<file path="src/rtl/dmem_arbiter.sv">
// Two-port data-memory arbiter: CPU and debug/loader share one combinational memory port.
// Round-robin on contention, optional bounded debug lock, registered one-cycle read return.
module dmem_arbiter #(
  parameter int unsigned LOCK_MAX = 8
) (
  input  logic        CLK,
  input  logic        resetl,
  input  logic        cpu_req,
  input  logic        cpu_we,
  input  logic [63:0] cpu_addr,
  input  logic [63:0] cpu_wdata,
  output logic        cpu_gnt,
  input  logic        dbg_req,
  input  logic        dbg_we,
  input  logic        dbg_lock,
  input  logic [63:0] dbg_addr,
  input  logic [63:0] dbg_wdata,
  output logic        dbg_gnt,
  output logic [63:0] mem_addr,
  output logic [63:0] mem_wdata,
  output logic        mem_read,
  output logic        mem_write,
  input  logic [63:0] mem_rdata,
  output logic        cpu_rvalid,
  output logic [63:0] cpu_rdata,
  output logic        dbg_rvalid,
  output logic [63:0] dbg_rdata
);

  typedef enum logic {
    OWNER_CPU = 1'b0,
    OWNER_DBG = 1'b1
  } owner_e;

  localparam logic [7:0] LOCK_MAX_C = 8'(LOCK_MAX);

  owner_e      last_winner_q, last_winner_d;
  logic        lock_q, lock_d;
  logic [7:0]  lock_cnt_q, lock_cnt_d;
  logic        cpu_rvalid_q, cpu_rvalid_d;
  logic        dbg_rvalid_q, dbg_rvalid_d;
  logic [63:0] cpu_rdata_q, cpu_rdata_d;
  logic [63:0] dbg_rdata_q, dbg_rdata_d;

  // Grant decision. A held lock yields to the CPU once LOCK_MAX locked grants have gone by.
  // NOTE: every output of a combinational block gets a default first, so no path infers a latch.
  always_comb begin
    cpu_gnt = 1'b0;
    dbg_gnt = 1'b0;
    if (cpu_req && dbg_req) begin
      if (lock_q) begin
        if (lock_cnt_q >= LOCK_MAX_C) cpu_gnt = 1'b1;
        else                          dbg_gnt = 1'b1;
      end else if (last_winner_q == OWNER_DBG) begin
        cpu_gnt = 1'b1;
      end else begin
        dbg_gnt = 1'b1;
      end
    end else begin
      cpu_gnt = cpu_req;
      dbg_gnt = dbg_req;
    end
  end

  always_comb begin
    mem_addr  = '0;
    mem_wdata = '0;
    mem_read  = 1'b0;
    mem_write = 1'b0;
    if (cpu_gnt) begin
      mem_addr  = cpu_addr;
      mem_wdata = cpu_wdata;
      mem_read  = ~cpu_we;
      mem_write = cpu_we;
    end else if (dbg_gnt) begin
      mem_addr  = dbg_addr;
      mem_wdata = dbg_wdata;
      mem_read  = ~dbg_we;
      mem_write = dbg_we;
    end
  end

  always_comb begin
    last_winner_d = last_winner_q;
    if (cpu_gnt)      last_winner_d = OWNER_CPU;
    else if (dbg_gnt) last_winner_d = OWNER_DBG;

    // Lock survives the forced CPU slot so the debug port resumes ownership afterwards.
    lock_d = (dbg_req && dbg_lock) ? (lock_q || dbg_gnt) : 1'b0;

    lock_cnt_d = 8'd0;
    if (dbg_gnt && dbg_lock) lock_cnt_d = (lock_cnt_q == 8'hFF) ? lock_cnt_q : lock_cnt_q + 8'd1;

    cpu_rvalid_d = cpu_gnt && !cpu_we;
    dbg_rvalid_d = dbg_gnt && !dbg_we;
    cpu_rdata_d  = cpu_rvalid_d ? mem_rdata : cpu_rdata_q;
    dbg_rdata_d  = dbg_rvalid_d ? mem_rdata : dbg_rdata_q;
  end

  // NOTE: state registers use non-blocking assignments so all updates see pre-edge values.
  always_ff @(negedge CLK or negedge resetl) begin
    if (!resetl) begin
      last_winner_q <= OWNER_DBG;
      lock_q        <= 1'b0;
      lock_cnt_q    <= 8'd0;
      cpu_rvalid_q  <= 1'b0;
      dbg_rvalid_q  <= 1'b0;
      cpu_rdata_q   <= '0;
      dbg_rdata_q   <= '0;
    end else begin
      last_winner_q <= last_winner_d;
      lock_q        <= lock_d;
      lock_cnt_q    <= lock_cnt_d;
      cpu_rvalid_q  <= cpu_rvalid_d;
      dbg_rvalid_q  <= dbg_rvalid_d;
      cpu_rdata_q   <= cpu_rdata_d;
      dbg_rdata_q   <= dbg_rdata_d;
    end
  end

  assign cpu_rvalid = cpu_rvalid_q;
  assign dbg_rvalid = dbg_rvalid_q;
  assign cpu_rdata  = cpu_rdata_q;
  assign dbg_rdata  = dbg_rdata_q;

endmodule
</file>
<file path="config.mk">
export PLATFORM = sky130hd
export DESIGN_NAME = dmem_arbiter
export DESIGN_NICKNAME = d
export VERILOG_FILES = /design/src/rtl/dmem_arbiter.sv
export SDC_FILE = /design/constraint.sdc
export NUM_CORES = 1
export LEC_CHECK = 0
export ABC_AREA = 1
export BUFFER_PORTS_ARGS = -buffer_cell sky130_fd_sc_hd__buf_4
export CORE_AREA = 2 2 226 228
export DETAILED_ROUTE_END_ITERATION = 16
export DIE_AREA = 0 0 228 230
export SLEW_MARGIN = 20
export SYNTH_ARGS = -nofsm -noshare
export SYNTH_HDL_FRONTEND = slang
export SYNTH_SLANG_ARGS = --single-unit
</file>
<file path="constraint.sdc">
create_clock -name CLK -period 2.6 [get_ports CLK]
set_input_delay 0.13 -clock CLK [delete_from_list [all_inputs] [get_ports CLK]]
set_output_delay 0.13 -clock CLK [all_outputs]
set_load 0.05 [all_outputs]
</file>
**Word-level counts from Yosys, hierarchy flattened**

Index checks and enable logic that the tools add are counted.

- Latch bits: 0
- Input port bits: 327
- Bits in registers: 140
- Output and inout bits: 262
- Memories kept: 0
- Memory bits (writable): 0
- Logic and storage cells: 43
- Bits in read-only memories: 0

- Multiplexer cells: 21
- Div/mod/pow operators: 0
- Shift operators: 0
- Magnitude comparators: 1
- Bitwise operators: 2
- Multiply operators: 0
- Equality and inequality tests: 2
- Add/subtract/negate cells: 1
- Reductions and logical operators: 9

Operators with widths:

| kind | count |
|---|---|
| $mux 64 | 4 |
| $mux 8 | 2 |
| $mux 1 | 15 |
| $add 8x1->8 const B | 1 |
| $eq 8x8->1 const B | 1 |
| $ge 8x4->1 const B | 1 |
| $logic_and 1x1->1 | 5 |
| $logic_not 1->1 | 2 |
| $ne 2x2->1 const B | 1 |
| $not 1->1 | 2 |
| $reduce_bool 2->1 | 1 |
| $logic_or 1x1->1 | 1 |

**Logic depth before layout (Yosys ltp)**

Gate-level depths: netlist of the first run.

- Word-level depth: 6
- Gate-level depth with buffers: 10
- Depth with buffers taken out: 9

==> key figures, run 1 <==
Outcome
  – Status: complete, but fails checks
  – Failing checks: setup timing

Critical path
  – Slowest cell on crit path: dfstp_2
  – Critical Path RT: 2.47 ns
  – Crit Path Class: register to output pin
  – Buf+Inv Stages, Crit Path: 4
  – Cell repeated most along the worst path: nand2_2
  – Max incr delay on CP: 0.51 ns
  – Setup crit start kind: register
  – Worst setup EP type: output pin
  – Max Fanout on Critical Path: 9
  – Critical Path AT: 3.41 ns
  – Top Family by Delay on Critical Path: simple AND/OR/NAND/NOR gates
  – Critical-path cell list: inv_2 > nand2_2 > nand3_4 > nand2_8 > buf_16 > buf_12 > nand2_2 > nand2_4 > buf_8

Synth
  – Post-synthesis xor/xnor area fraction: 0.003565
  – Mux contribution to synthesized area: 0
  – Top cells by area, synth: dfrtn_1 (47%), nand2_1 (34%), nand4_1 (5.6%)
  – Syn. warnings: 0
  – Synth Register Bits: 140
  – Post-synthesis sequential area ratio: 0.4756
  – Main combinational cell family by area after synthesis: simple AND/OR/NAND/NOR gates
  – EDFF count, synth: 0
  – Syn Std Cell Area: ~7400 µm²
  – Count leader, synth: nand2_1
  – Simple-Gate Fraction of Synth Area: 0.4482
  – Cell taking the most area after synthesis: dfrtn_1
  – Commonest cells post-synth: nand2_1 (661), dfrtn_1 (139), nand3_1 (70)
  – Post-Syn Instances: 1063
  – Async S/R FF share, synth: 1.000
  – Post-synthesis net count: 1392
  – Main synth FF type: dfrtn_1
  – Synth top area share: 0.4720
  – Post-synthesis cell type count: 20
  – Adder and majority cell fraction of the synthesized area: 0.003396
  – Mean Syn Cell Area: between 6 and 7 µm²
  – Compound-Gate Fraction of Synth Area: 0.006791

Die
  – Die Area: 52440 µm²
  – Core area: 49860 µm²
  – Site row count: 82
  – Die Y: 230 µm
  – Io pins: about 590
  – Chip Width: ~230 µm
  – Starting Density: 0.1478

CTS
  – Longest Clk Path Bufs: 2
  – CTS root buf: clkbuf_16
  – Htree depth: 4
  – Total CTS buffers: 17
  – CTS tree: built
  – Clock latency on the worst-skew pair: 0.46 ns
  – Clock transition at the registers of the reported paths: 0.04 ns
  – TritonCTS Sinks: 140

STA
  – Final-report hold violation count: 0
  – Setup violators final: 153
  – Relative slew slack: 0.5061
  – Slew @ Worst Pin: 0.7409 ns
  – Final worst setup slack: -0.9366 ns
  – Clock Skew: about 0.05 ns
  – Slew Viols, Final: 0
  – RSZ-0062 raised after global routing: true

Route
  – Detail Route Antenna Nets: 0
  – WL per Instance: 24.97 µm
  – Initial DRC Count: 492
  – Router iterations before antenna repair: 5
  – Vias per cell: approximately 4.2
  – Routed WL: 59.39 mm
  – # DRC: 0
  – DR vias: just over 10000

Finish
  – Layout cell share with drive strength beyond 1: 0.5898
  – Final instance count without filler cells: 2379
  – Final net count: 2015
  – Final core utilization: 0.3453
  – Area growth syn-to-layout: 133.6%

Global routing
  – GR Overflow Total: 0
  – GRT Util Overall: 0.2191
  – Vias in the first global route: about 10000
  – Largest net degree at the start of global routing: 66
  – Initial antenna violation count: 17
  – First-pass GRT wire length: 81.25 mm

Placement
  – IO Port Bufs: 588
  – Pre-CTS setup slack: -0.6363 ns
  – GP Congestion: 1.045
  – Placed insts: about 2300
  – Dpl hpwl: around 48 mm

Min path
  – Worst hold path type: register to register

Job
  – Max-Cap Viols: 0

Power and ir drop
  – Power Dens Cells: 636.8 nW/µm²
  – Peak VDD IR: 0.6387 mV
  – Leakage power: between 8 and 9 nW
-- logic make-up (layout without fill, tap and decap cells) --
kind of cell | Yosys count | in the layout
flops | 140 | 140
buf+inv | 98 | 734
xor+xnor | 3 | 3
compound gates | 10 | 10
fa+ha+maj | 2 | 2
simple gates | 810 | 810
other cells | 0 | 8
-- where the power goes --
group / switching (W) / internal [W] / leakage [nW] / total [W]
Clock: 0.00102 / 0.00145 / 0.279 / 0.00247
Combinational: 0.00369 / 0.00202 / 6.92 / 0.00571
Sequential: 0.000220 / 0.00257 / 1.75 / 0.00279
Total: 0.00493 / 0.00603 / 8.95 / 0.0110
-- worst register-to-register path: stages (launching register included) --
cell and delay [ns]:
dfrtn_1 0.40, inv_2 0.05, nor2_1 0.10, nand3_1 0.13
nand3_4 0.16, buf_4 0.15, buf_6 0.41, nand3_1 0.44
a21oi_1 0.26
-- cell usage in the layout, fill, tap and decap left out, drive strengths merged --
master,netlist,layout
a21oi,7,7
buf,57,674
bufinv,0,2
clkbuf,21,27
clkinv,0,4
clkinvlp,0,4
dfrtn,139,139
dfstp,1,1
diode,0,8
ha,2,2
inv,20,23
nand2,662,662
nand3,71,71
nand4,66,66
nor2,10,10
nor3,1,1
o21ai,3,3
xnor2,2,2
xor2,1,1
-- final timing paths --
kind	start	to	slack, ns	depth (start not counted)
setup / recovery	last_winner_q	mem_wdata[10]	-0.94	9
hold / removal	dbg_rdata[20]	dbg_rdata[20]	0.42	2
setup reg to reg	lock_q	lock_cnt_q[5]	0.53	8
hold reg to reg	dbg_rdata[20]	dbg_rdata[20]	0.42	2
max in group asynchronous	resetl	dbg_rdata[32]	1.14	2
min in group asynchronous	resetl	cpu_rdata[51]	0.78	1
-- routing by layer --
layer / vias to the layer above / share of wire / global-route usage
met5: - / 0.00076 / 0
met4: 8 / 0.030 / 0.07945
met3: 83 / 0.077 / 0.06461
met2: 496 / 0.51 / 0.3813
met1: 4902 / 0.38 / 0.2547
li1: 4609 / - / -
-- registers in the layout (all words and copies together), names as in the netlist --
name and count:
cpu_rdata 64, dbg_rdata 64, dbg_rvalid 1, lock_cnt_q 8
lock_q 1, cpu_rvalid 1, last_winner_q 1
-- metrics by stage --
stage / power [W] / TNS [ns] / hold slack [ns] / cell area (µm²)
3_5_place_dp: 0.007756 / -108.32 / 0.4202 / 14060
2_1_floorplan: 0.005733 / -27.40 / 0.3818 / 8596
4_1_cts: 0.01073 / -121.54 / 0.4217 / 16050
6_report: 0.01096 / -115.79 / 0.4206 / 17220
5_1_grt: 0.01139 / -126.95 / 0.4379 / 17210
3_3_place_gp: 0.007730 / -106.89 / 0.4158 / 14060
-- area by class of cell --
| type | instances | area, µm² |
|---|---|---|
| clock buffer | 20 | 446.7 |
| antenna | 8 | 20.02 |
| fill | 5220 | 32650 |
| sequential | 140 | 3505 |
| multi-input combinational | 825 | 5403 |
| timing repair inverter | 1 | 8.758 |
| timing repair buffer | 681 | 6765 |
| inverter | 19 | 83.83 |
| tap | 672 | 840.8 |
| clock inverter | 13 | 142.6 |
-- timing repair --
item	in CTS	in global routing
gates resized for setup	326	223
setup endpoints to repair	140	177
gates cloned	7	9
setup buffers	7	7
hold buffers	0	0
endpoints found under the hold margin	0	0
pin swaps	1	30
Power figures use the tool's default switching activity.
==> inputs of run 2 (changes only) <==
Settings changed: ABC_AREA 1 to default, CORE_AREA 2 2 226 228 to 2 2 231 233, DIE_AREA 0 0 228 230 to 0 0 233 235.
==> run 2 against run 1 <==
The flow still finishes with violations (setup timing). Clock power about the same. Final cell count down 11%. Clock skew about the same. Synthesized cell count down 28%. Critical path depth down 2. Non-clock buffer count up 15. First-iteration DRC count down 36%. Power up 1.5%. Utilization down 3.2 points. Wire length down 37%.
==> key figures, run 2 <==
Min path
  – WHS Endpoint: dbg_rdata[51]
  – Worst hold path type: register to register
  – Hold path start: dbg_rdata[51]
  – Worst hold stages: 1 (-1)

Global routing
  – GR Overflow Total: 0 (unchanged)
  – Initial antenna violation count: 2 (-15)
  – Global-route met3 utilization: 0.02706 (-0.03755)
  – GRT busiest layer: met2
  – GRT met2 Usage: 0.2357 (-0.1456)
  – Grt met1 use: 0.1377 (-0.1171)
  – First-pass GRT wire length: 51.87 mm (-36%)
  – GRT Util Overall: 0.1255 (-0.09361)
  – Largest net degree at the start of global routing: 66 (unchanged)
  – Vias in the first global route: 8402 (-18%)

Route
  – Initial DRC Count: 317 (-36%)
  – Router iterations before antenna repair: 5 (unchanged)
  – WL per Instance: 17.64 µm (-29%)
  – # DRC: 0 (unchanged)
  – Vias per cell: 3.845 (-9.4%)
  – DR vias: 8167 (-19%)
  – Routed WL: 37.48 mm (-37%)
  – Detail Route Antenna Nets: 0 (unchanged)

Critical path
  – Slowest cell on crit path: dfstp_2
  – Crit Reg-Reg Startpoint: lock_cnt_q[7]
  – Reg2reg end: dbg_rdata[61]
  – Setup crit start kind: register
  – Crit Path Class: register to output pin
  – Max incr delay on CP: 0.53 ns (+0.02 ns)
  – Cell repeated most along the worst path: buf_12
  – Worst setup EP type: output pin
  – Critical Path RT: 2.47 ns (about the same)
  – Critical Path AT: 3.55 ns (+0.14 ns)
  – Reg2Reg Depth: 10 (+2)
  – Critical-path cell list: nor2_2 > a221oi_4 > buf_12 > buf_12 > nand2_1 > o21ai_0 > buf_4
  – Critical path origin: last_winner_q
  – Register-to-register setup slack: 0.23 ns (-0.30 ns)
  – Max Fanout on Critical Path: 13 (+4)

CTS
  – TritonCTS Sinks: 140 (unchanged)
  – Clock transition at the registers of the reported paths: 0.05 ns (about the same)
  – Htree depth: 4 (unchanged)
  – Clock latency on the worst-skew pair: 0.45 ns (about the same)
  – CTS root buf: clkbuf_16
  – Longest Clk Path Bufs: 2 (unchanged)
  – Hold_buf cts: 0 (unchanged)
  – Total CTS buffers: 17 (unchanged)
  – CTS tree: built

Synth
  – Mux contribution to synthesized area: 0.1997 (+0.1997)
  – Count leader, synth: nand2_1
  – Async S/R FF share, synth: 1.000 (unchanged)
  – Synth top area share: 0.4818 (+0.009816)
  – Commonest cells post-synth: nand2_1 (258), dfrtn_1 (139), o21ai_0 (131)
  – Post-synthesis xor/xnor area fraction: 0.004853 (+0.001287)
  – Syn. warnings: 0 (unchanged)
  – Post-Syn Instances: 763 (-28%)
  – Cell taking the most area after synthesis: dfrtn_1
  – Syn Std Cell Area: 7219 µm² (-2.0%)
  – Post-synthesis sequential area ratio: 0.4854 (+0.009890)
  – Post-synthesis net count: 1092 (-22%)
  – Compound-Gate Fraction of Synth Area: 0.1017 (+0.09494)
  – Simple-Gate Fraction of Synth Area: 0.1581 (-0.2902)
  – Top cells by area, synth: dfrtn_1 (48%), nand2_1 (13%), mux2_1 (10%)
  – Main synth FF type: dfrtn_1
  – Main combinational cell family by area after synthesis: multiplexers
  – EDFF count, synth: 0 (unchanged)
  – Synth Register Bits: 140 (unchanged)
  – Post-synthesis cell type count: 34 (+70%)
  – Adder and majority cell fraction of the synthesized area: 0.003466 (+0.00007062)
  – Mean Syn Cell Area: 9.462 µm² (+36%)

Placement
  – IO Port Bufs: 588 (unchanged)
  – Post-DP Area: 14550 µm² (+3.5%)
  – Pre-CTS setup slack: -0.7018 ns (-0.06545 ns)
  – Dpl hpwl: 29.24 mm (-39%)
  – GP Congestion: 0.9683 (-7.3%)

Outcome
  – Failing checks: setup timing
  – Status: complete, but fails checks

Finish
  – Register area: 3505 µm² (unchanged)
  – Layout cell share with drive strength beyond 1: 0.6897 (+0.09992)
  – Post-route cell area: 16360 µm² (-5.0%)
  – Most frequent cells in the layout: buf_4 (542), nand2_1 (183), dfrtn_1 (139)
  – Final core utilization: 0.3131 (-0.03214)
  – Area growth syn-to-layout: 126.6%
  – Most common cell after layout, fill and taps aside: buf_4
  – Fillers: 5281 (+1.2%)
  – Final net count: 1750 (-13%)
  – Area of the multi-input gates: 5030 µm² (-6.9%)

STA
  – Final worst setup slack: -1.082 ns (-0.1452 ns)
  – Final-report hold violation count: 0 (unchanged)
  – Slew Viols, Final: 0 (unchanged)
  – Slew @ Worst Pin: 0.6451 ns (-0.09574 ns)
  – Setup violators final: 219 (+43%)
  – Clock Skew: 0.05025 ns (+0.0001316 ns)
  – Relative slew slack: 0.5699 (+0.06383)
  – RSZ-0062 raised after global routing: true
  – Min Hold Slack: 0.4326 ns (+0.01199 ns)

Die
  – Site row count: 84 (+2.4%)
  – Chip Width: 233 µm (+2.2%)
  – Io pins: 589 (unchanged)
  – Die Area: 54760 µm² (+4.4%)
  – Die Y: 235 µm (+2.2%)
  – Starting Density: 0.1382 (-0.009587)
  – Core area: 52240 µm² (+4.8%)

Power and ir drop
  – Leakage power: 7.849 nW (-12%)
  – Peak VDD IR: 0.4047 mV (-37%)
  – Power Dens Cells: 680.5 nW/µm² (+6.9%)

Job
  – Max-Cap Viols: 0 (unchanged)
## run 2: worst max-delay path, delay by kind of cell (launching register included)
| family | cells | cell delay [ns] |
|---|---|---|
| compound gates | 2 | 0.46 |
| flops | 1 | 0.53 |
| simple gates | 2 | 0.16 |
| buf+inv | 3 | 0.64 |
## run 2: cell families (layout without fill, tap and decap cells)
kind of cell    after synthesis  in the layout
simple gates                287            287
mux                         128            128
compound gates              140            140
fa+ha+maj                     2              2
buf+inv                      62            733
other cells                   0              2
flops                       140            140
xor+xnor                      4              4
## run 2: layer usage
layer	up-vias	part of all wire
li1	3896	-
met1	3912	0.37
met2	326	0.55
met3	33	0.059
met4	0	0.023
met5	-	0
## run 2: worst max-delay path by stage
stage	end	slack [ns]	cells after the start
final	mem_wdata[19]	-1.08	7
after global routing	mem_wdata[61]	-1.18	8
after CTS	mem_addr[29]	-1.15	8
after detailed placement	mem_wdata[59]	-0.70	6
after global placement	mem_wdata[59]	-0.74	7
after floorplan	mem_addr[0]	-0.99	4
## run 2: report_power, final
| group | switching [W] | internal (W) |
|---|---|---|
| logic | 0.00357 | 0.00221 |
| clock network | 0.00101 | 0.00143 |
| registers | 0.000253 | 0.00265 |
| total | 0.00483 | 0.00630 |
## run 2: metrics by stage
stage	total power, W	cells	setup TNS, ns
2_1_floorplan	0.006419	763	-130.16
3_3_place_gp	0.008318	2056	-143.09
3_5_place_dp	0.008368	2056	-141.92
4_1_cts	0.01099	2099	-169.00
5_1_grt	0.01158	2124	-175.76
6_report	0.01113	2124	-154.45
## run 2: repair_timing
item	CTS	global route
resized for setup	60	164
cloned	3	11
setup endpoints to repair	236	260
pin swaps	3	3
buffers inserted	8	16
## run 2: layout make-up
cell class                      count  area share
Clock buffer                       18     0.02624
Multi-Input combinational cell    561      0.3075
Clock inverter                     15     0.01017
Timing Repair Buffer              696      0.3879
Tap cell                          688     0.05263
Antenna cell                        2   0.0003060
Sequential cell                   140      0.2143
Inverter                            4   0.0009180
